File: src/rtl/fifo_rd_packer.sv
// Reads bytes from a two-cycle-latency FIFO read port and packs them, in arrival order,
// into 32-bit words with byte enables; a flush pulse emits any partially assembled word.
module fifo_rd_packer #(
    parameter int unsigned SKID_DEPTH = 4
) (
    input  logic        rclk,
    input  logic        rst_n,
    input  logic        rempty,
    output logic        rinc,
    input  logic [7:0]  rdata,
    input  logic        flush,
    output logic        out_valid,
    input  logic        out_ready,
    output logic [31:0] out_data,
    output logic [3:0]  out_be,
    output logic        busy
);
    localparam int unsigned PtrW = (SKID_DEPTH > 1) ? $clog2(SKID_DEPTH) : 1;
    localparam int unsigned CntW = $clog2(SKID_DEPTH + 1);
    localparam int unsigned OccW = CntW + 1;

    logic                  run_q;
    logic [1:0]            rd_pipe_q, rd_pipe_d;
    logic [7:0]            skid_mem_q [SKID_DEPTH];
    logic [PtrW-1:0]       wr_ptr_q, rd_ptr_q;
    logic [CntW-1:0]       skid_cnt_q, skid_cnt_d;
    logic [3:0][7:0]       lane_q, lane_d;
    logic [2:0]            cnt_q, cnt_d;
    logic                  out_valid_q, out_valid_d;
    logic [31:0]           out_data_q, out_data_d;
    logic [3:0]            out_be_q, out_be_d;
    logic                  flush_pend_q, flush_pend_d;

    logic [1:0]            inflight;
    logic [OccW-1:0]       occ;
    logic                  capture, pop, skid_nonempty, out_free, xfer_full, flush_fire;
    logic [3:0]            part_be;
    logic [31:0]           part_data;

    function automatic logic [PtrW-1:0] ptr_inc(input logic [PtrW-1:0] p);
        return (p == PtrW'(SKID_DEPTH - 1)) ? '0 : p + 1'b1;
    endfunction

    // rd_pipe_q[1] marks the cycle in which an accepted read's byte sits on rdata.
    assign inflight      = {1'b0, rd_pipe_q[0]} + {1'b0, rd_pipe_q[1]};
    assign occ           = OccW'(inflight) + OccW'(skid_cnt_q);
    assign rinc          = run_q & ~rempty & ~flush_pend_q & (occ < OccW'(SKID_DEPTH));
    assign capture       = rd_pipe_q[1];
    assign skid_nonempty = (skid_cnt_q != '0);
    assign pop           = skid_nonempty & (cnt_q != 3'd4);
    assign out_free      = ~out_valid_q | out_ready;
    assign xfer_full     = (cnt_q == 3'd4) & out_free;
    // A full word at the flush point leaves through the normal transfer first.
    assign flush_fire    = flush_pend_q & (inflight == 2'd0) & ~skid_nonempty & out_free &
                           (cnt_q != 3'd4);

    always_comb begin
        part_be = 4'b0000;
        case (cnt_q)
            3'd1:    part_be = 4'b0001;
            3'd2:    part_be = 4'b0011;
            3'd3:    part_be = 4'b0111;
            default: part_be = 4'b0000;
        endcase
        part_data = '0;
        for (int i = 0; i < 4; i++) begin
            part_data[i*8 +: 8] = part_be[i] ? lane_q[i] : 8'h00;
        end
    end

    always_comb begin
        rd_pipe_d    = {rd_pipe_q[0], rinc};
        skid_cnt_d   = skid_cnt_q;
        lane_d       = lane_q;
        cnt_d        = cnt_q;
        out_valid_d  = out_valid_q;
        out_data_d   = out_data_q;
        out_be_d     = out_be_q;
        flush_pend_d = flush_pend_q;

        case ({capture, pop})
            2'b10:   skid_cnt_d = skid_cnt_q + 1'b1;
            2'b01:   skid_cnt_d = skid_cnt_q - 1'b1;
            default: skid_cnt_d = skid_cnt_q;
        endcase

        if (pop) begin
            lane_d[cnt_q[1:0]] = skid_mem_q[rd_ptr_q];
            cnt_d              = cnt_q + 3'd1;
        end

        if (out_valid_q && out_ready) begin
            out_valid_d = 1'b0;
        end

        if (xfer_full) begin
            out_valid_d = 1'b1;
            out_data_d  = lane_q;
            out_be_d    = 4'b1111;
            cnt_d       = 3'd0;
        end else if (flush_fire && (cnt_q != 3'd0)) begin
            out_valid_d = 1'b1;
            out_data_d  = part_data;
            out_be_d    = part_be;
            cnt_d       = 3'd0;
        end

        if (flush_pend_q) begin
            if (flush_fire) begin
                flush_pend_d = 1'b0;
            end
        end else if (flush) begin
            flush_pend_d = 1'b1;
        end
    end

    always_ff @(posedge rclk or negedge rst_n) begin
        if (!rst_n) begin
            run_q        <= 1'b0;
            rd_pipe_q    <= 2'b00;
            wr_ptr_q     <= '0;
            rd_ptr_q     <= '0;
            skid_cnt_q   <= '0;
            lane_q       <= '0;
            cnt_q        <= 3'd0;
            out_valid_q  <= 1'b0;
            out_data_q   <= '0;
            out_be_q     <= 4'b0000;
            flush_pend_q <= 1'b0;
            for (int i = 0; i < int'(SKID_DEPTH); i++) begin
                skid_mem_q[i] <= 8'h00;
            end
        end else begin
            run_q        <= 1'b1;
            rd_pipe_q    <= rd_pipe_d;
            skid_cnt_q   <= skid_cnt_d;
            lane_q       <= lane_d;
            cnt_q        <= cnt_d;
            out_valid_q  <= out_valid_d;
            out_data_q   <= out_data_d;
            out_be_q     <= out_be_d;
            flush_pend_q <= flush_pend_d;
            if (capture) begin
                skid_mem_q[wr_ptr_q] <= rdata;
                wr_ptr_q             <= ptr_inc(wr_ptr_q);
            end
            if (pop) begin
                rd_ptr_q <= ptr_inc(rd_ptr_q);
            end
        end
    end

    assign out_valid = out_valid_q;
    assign out_data  = out_data_q;
    assign out_be    = out_be_q;
    assign busy      = (inflight != 2'd0) | skid_nonempty | (cnt_q != 3'd0) | out_valid_q |
                       flush_pend_q;

endmodule

File: config.mk
export PLATFORM = sky130hd
export DESIGN_NAME = fifo_rd_packer
export DESIGN_NICKNAME = d
export VERILOG_FILES = /design/src/rtl/fifo_rd_packer.sv
export SDC_FILE = /design/constraint.sdc
export NUM_CORES = 1
export LEC_CHECK = 0
export ABC_AREA = 1
export CAP_MARGIN = 20
export CORE_MARGIN = 5
export CORE_UTILIZATION = 40
export CTS_CLUSTER_SIZE = 40
export DETAILED_ROUTE_END_ITERATION = 12
export DONT_BUFFER_PORTS = 1
export MAX_ROUTING_LAYER = met4
export PLACE_DENSITY = 0.61
export SLEW_MARGIN = 0
export SYNTH_ARGS = -nofsm -noshare
export SYNTH_HDL_FRONTEND = slang
export SYNTH_SLANG_ARGS = --single-unit
export TNS_END_PERCENT = 30
File: constraint.sdc
create_clock -name rclk -period 2.5 [get_ports rclk]
set_input_delay 0.5 -clock rclk [delete_from_list [all_inputs] [get_ports rclk]]
set_output_delay 0.5 -clock rclk [all_outputs]
set_load 0.03 [all_outputs]
# After elaboration in Yosys (flattened, before gate mapping)

Cells that the tools add are included.

Equality and inequality tests: 9
Reduce and logical (&&, ||, !) cells: 12
Bitwise operators: 20
Order comparisons: 6
Muxes and demuxes: 30
Add/subtract/negate cells: 7

Operators with widths:

| kind                                                                         | count |
|---|---|
| 32-bit bitwise mux                                                           | 2 |
| 32-bit two-way mux                                                           | 2 |
| 8-bit two-way mux                                                            | 8 |
| 8-bit demux with 2-bit select                                                | 2 |
| 8-bit binary-select mux with 2-bit select                                    | 1 |
| 3-bit nonzero test                                                           | 4 |
| 1-bit AND                                                                    | 9 |
| 3-bit two-way mux                                                            | 3 |
| 3-bit one-hot mux with 3 select lines                                        | 1 |
| 4-bit two-way mux                                                            | 2 |
| 3-bit by 1-bit adder with 3-bit output, second input constant                | 2 |
| 2-bit == test, second input constant                                         | 3 |
| 3-bit by 2-bit == test with 1-bit output, second input constant              | 2 |
| 3-bit greater-or-equal comparator, second input constant                     | 2 |
| 1-bit two-way mux                                                            | 6 |
| 2-bit NOT with 3-bit output                                                  | 2 |
| 3-bit one-hot mux with 2 select lines                                        | 1 |
| 2-bit nonzero test                                                           | 3 |
| 1-bit bitwise OR                                                             | 5 |
| 2-bit by 1-bit adder with 2-bit output, second input constant                | 2 |
| 2-bit by 3-bit adder with 4-bit output                                       | 1 |
| 1-bit logical AND                                                            | 4 |
| 4-bit by 3-bit less-than comparator with 1-bit output, second input constant | 1 |
| 2-bit two-way mux                                                            | 2 |
| 11 further kinds                                                             | 14 |

Bits in registers: 115
Output and inout port bits: 39
Input port bits: 13
Word-level logic and storage cells: 102

# Logic depth before layout (Yosys ltp)

Word-level depth: 9
Mapped depth: 11
Mapped depth without buffers: 11

# Least setup slack after synthesis

Ideal clock, no wire load.

Kind: reg2reg
Start: reg cnt_q[0]
End: reg skid_cnt_q[2]
Arrival time: 1.961 ns
Library setup time: 0.131 ns
Clock period less this slack: 2.092 ns
Path buffers: 0
Slack: 0.408 ns
Data required time: 2.369 ns
Cell stages (with the launch flop): 12
Path through: dfrtp_1 inv_1 ha_1 nand2_1 nand2_2 inv_1 ha_1 inv_1 fa_1 a21oi_1 o21ai_0 xor2_1

Longest elaborated chain between the ends: 4

Ends and longest elaborated chain:

| element                                                                     | line | RTL |
|---|---|---|
| start: declaration                                                          | 28   | `logic [2:0] cnt_q, cnt_d;` |
| start signal: assignment                                                    | 138  | `cnt_q <= cnt_d;` |
| 3-bit != test (*)                                                           | 50   | `assign pop = skid_nonempty & (cnt_q != 3'd4);` |
| 1-bit AND (*)                                                               | 50   |  |
| 2-bit by 1-bit == test with 1-bit output or 2-bit == test (tied branches)   | 81   | `case ({capture, pop})` |
| 3-bit one-hot mux with 2 select lines or 2-bit nonzero test (tied branches) | --   |  |
| end signal: assignment                                                      | 136  | `skid_cnt_q <= skid_cnt_d;` |
| end: declaration                                                            | 26   | `logic [CntW-1:0] skid_cnt_q, skid_cnt_d;` |

Mark *: on every way between the ends. The rest lies on a longest branch, timed or not.
A chain may end at the register's enable or synchronous reset.

# Worst setup path after layout

Start: reg rd_pipe_q[1]
End: out rinc

Longest elaborated chain between the ends: 4

Ends and longest elaborated chain:

| element                                               | line | RTL |
|---|---|---|
| start: declaration                                    | 23   | `logic [1:0] rd_pipe_q, rd_pipe_d;` |
| start signal: assignment                              | 135  | `rd_pipe_q <= rd_pipe_d;` |
| 1-bit by 1-bit adder with 2-bit output                | 45   | `assign inflight = {1'b0, rd_pipe_q[0]} + {1'b0, rd_pipe_q[1]};` |
| 2-bit by 3-bit adder with 4-bit output                | 46   | `assign occ = OccW'(inflight) + OccW'(skid_cnt_q);` |
| 4-bit by 3-bit less-than comparator with 1-bit output | 47   | `assign rinc = run_q & ~rempty & ~flush_pend_q & (occ < OccW'(SKID_DEPTH));` |
| 1-bit AND                                             | 47   |  |
| end: declaration                                      | 9    | `output logic rinc,` |

Every way passes these cells.

==> impl_metrics.yaml <==
status:
  status: "finished with violations"
  violations: "hold timing"
timing:
  timing.hold.ws_ns: -0.228
  setup_viol: 0
  worst_pin_slew_ns: 0.602
  tns_ns: 0
  finalHoldViolCount: 115
  relSlewSlack_pct: 59.9
  fin_crit_sh_pct: 91.5
  final_max_slew_viol_count: 0
  fin_worst_skew_ns: 0.00976
  fin_ws_ns: 0.213
  grt_setup_unrepaired: "false"
  min_period_ns: 2.29
  fmax_mhz: 437
critical_path:
  r2r-start: "cnt_q[0]"
  cp-end-kind: "output pin"
  crit_fanout: 8
  startpoint_type: "register"
  critPathArrivalTime_ns: 1.79
  worstReg2RegEnd: "skid_cnt_q[2]"
  crit_type: "register to output pin"
  reg2regPathDepth: 11
  reg2reg_setup_slack_ns: 0.22
  worstPathRequired_ns: 2.00
logic_synthesis:
  yosysWarnings: 0
  synth_seq_cells: 115
  ys_seq_area_share_pct: 55.1
  postSynthAreaPerCell_um2: 8.53
  synthesis.nets: 640
  yosysUniqueCellTypes: 29
  synth_area_um2: 5220
  syn_inst: 612
placed_design:
  dp_cells: 761
  gp_congestion: 0.770
  dp_slack_ns: 0.243
  detailed_place_hpwl_mm: 7.28
  place.port_buffers: 0
drt:
  firstDrtPassIters: 5
  drcViolationCount: 0
  final_antenna_net_count: 0
  vias_per_cell: 4.89
  wirelength_mm: 11.3
  wl_per_cell_um: 14.2
  initialDrtViolationCount: 327
  vias: 3878
clock_network:
  cts_max_level: 4
  cts_tree: "built"
  path_clk_slew_ns: 0.05
  cts-root-to-sink-buffers: 2
  numCtsBuffers: 17
  clock_sink_count: 115
  clock_latency_ns: 0.42
  root_buffer: "clkbuf_16"
pwr:
  peakVddDrop_v: 0.000505
  combPwrFrac_pct: 31.9
  seqPwrFrac_pct: 39.3
  p_sw_share_pct: 40.1
  p_int_mw: 5.23
  total_power_mw: 8.74
  switching_power_mw: 3.50
  p_leak_nw: 3.13
  clkPwrFrac_pct: 28.8
  p_per_area_nw_per_um2: 1470
global_routing:
  grt_max_degree: 116
  first_global_vias: 3821
  grt_overflow_total: 0
  grt_pass1_wl_mm: 19.4
  antenna_found_initial: 0
  grt_use_total_pct: 15.9
cells_and_area:
  final_cells: 793
  final_util_pct: 46.8
  area_delta_synth_final_pct: 14.0
  antenna_cells: 0
  final_nets: 636
  final_common_cell: "nand2_1"
  fillers: 1282
  drive_gt1_share_pct: 7.41
  mostFrequentLayoutCells: "nand2_1 (204), dfrtp_1 (115), o21ai_0 (69)"
die:
  rows: 41
  ios: 52
  fp.dieH_um: 124
  die_area_um2: 15400
  chipWidth_um: 124
  start_util_pct: 41.0
  core_region_area_um2: 12700
run:
  cap_viol_max_count: 0
worst_hold_path:
  hp-class: "input port to async pin"
power groups by stage:
| stage | logic, mW | registers [mW] | clock network, mW |
|---|---|---|---|
| floorplan | 2.27 | 3.31 | 0 |
| global placement | 2.71 | 3.44 | 0 |
| detailed placement | 2.81 | 3.48 | 0 |
| CTS | 2.84 | 3.44 | 2.55 |
| global route | 3.26 | 3.53 | 2.64 |
| finish | 2.78 | 3.44 | 2.52 |
per-layer routing:
metal,global-route usage (%),share of wire [%],wire length (um),vias up
met1,20.1,45,5050,1824
met2,24.1,48,5370,90
met3,4.46,6.3,712,17
met5,-,0,0,-
li1,-,-,-,1947
met4,6.38,1.4,159,0
cell usage after synthesis, drive strengths merged:
cell / number / area [um^2]
o21a: 1 / 7.51
xor2: 2 / 17.5
nand2: 205 / 772
xnor2: 1 / 8.76
conb: 1 / 3.75
nor2: 14 / 70.1
nand3b: 1 / 7.51
o211ai: 8 / 60.1
a31oi: 1 / 6.26
nand4: 1 / 6.26
o21ai: 79 / 395
nand3: 49 / 245
a21oi: 27 / 139
ha: 14 / 175
clkbuf: 6 / 22.5
clkinv: 1 / 3.75
fa: 1 / 20.0
buf: 23 / 149
dfrtp: 115 / 2880
inv: 62 / 233
worst max path at each step:
| stage | from | end | slack (ns) |
|---|---|---|---|
| 2_1_floorplan | cnt_q[0] | skid_cnt_q[2] | 0.41 |
| 3_5_place_dp | cnt_q[0] | skid_cnt_q[2] | 0.24 |
| 4_1_cts | rd_pipe_q[1] | rinc | 0.19 |
| 5_1_grt | cnt_q[0] | skid_cnt_q[2] | 0.09 |
| 3_3_place_gp | cnt_q[0] | skid_cnt_q[2] | 0.39 |
| 6_report | rd_pipe_q[1] | rinc | 0.21 |
cell type report:
type,count,area [um^2],area share (%)
Sequential cell,115,2880,48.4
Multi-Input combinational cell,405,1940,32.6
Clock buffer,22,494,8.31
Inverter,63,236,3.98
Tap cell,172,215,3.62
Clock inverter,10,128,2.15
Timing Repair Buffer,6,57.6,0.968
state kept, by name (all words and copies together) (netlist names):
name and flops:
flush_pend_q 1, skid_mem_q 32, cnt_q 3, lane_q 32, skid_cnt_q 3, wr_ptr_q 2, out_be 4, out_valid 1
rd_ptr_q 2, rd_pipe_q 2, out_data 32, run_q 1
repair_timing:
action                                 4_1_cts  5_1_grt
setup endpoints to repair                    0        0
resized for setup                            0        0
endpoints found under the hold margin      115      115
setup buffers                                0        0
metrics by stage:
step | instance area [um^2] | hold slack [ns]
floorplan | 5220 | 0.204
global route | 5950 | -0.234
finish | 5950 | -0.228
detailed placement | 5330 | 0.208
CTS | 5950 | -0.233
global placement | 5330 | 0.208
worst max-delay path, cell delays in order, from the launching register on:
cell	delay (ns)
dfrtp_1	0.45
ha_1	0.21
ha_1	0.17
nor2_1	0.09
nand4_1	0.08
a31oi_1	0.16
buf_4	0.19
logic make-up after synthesis:
family,Yosys count,synth area share (%)
fa+ha+maj,15,3.74
flops,115,55.1
xor+xnor,3,0.503
other cells,1,0.0718
simple gates,270,21.1
buf+inv,92,7.81
compound gates,116,11.6
Note: power is estimated with default switching activity, not from simulation.
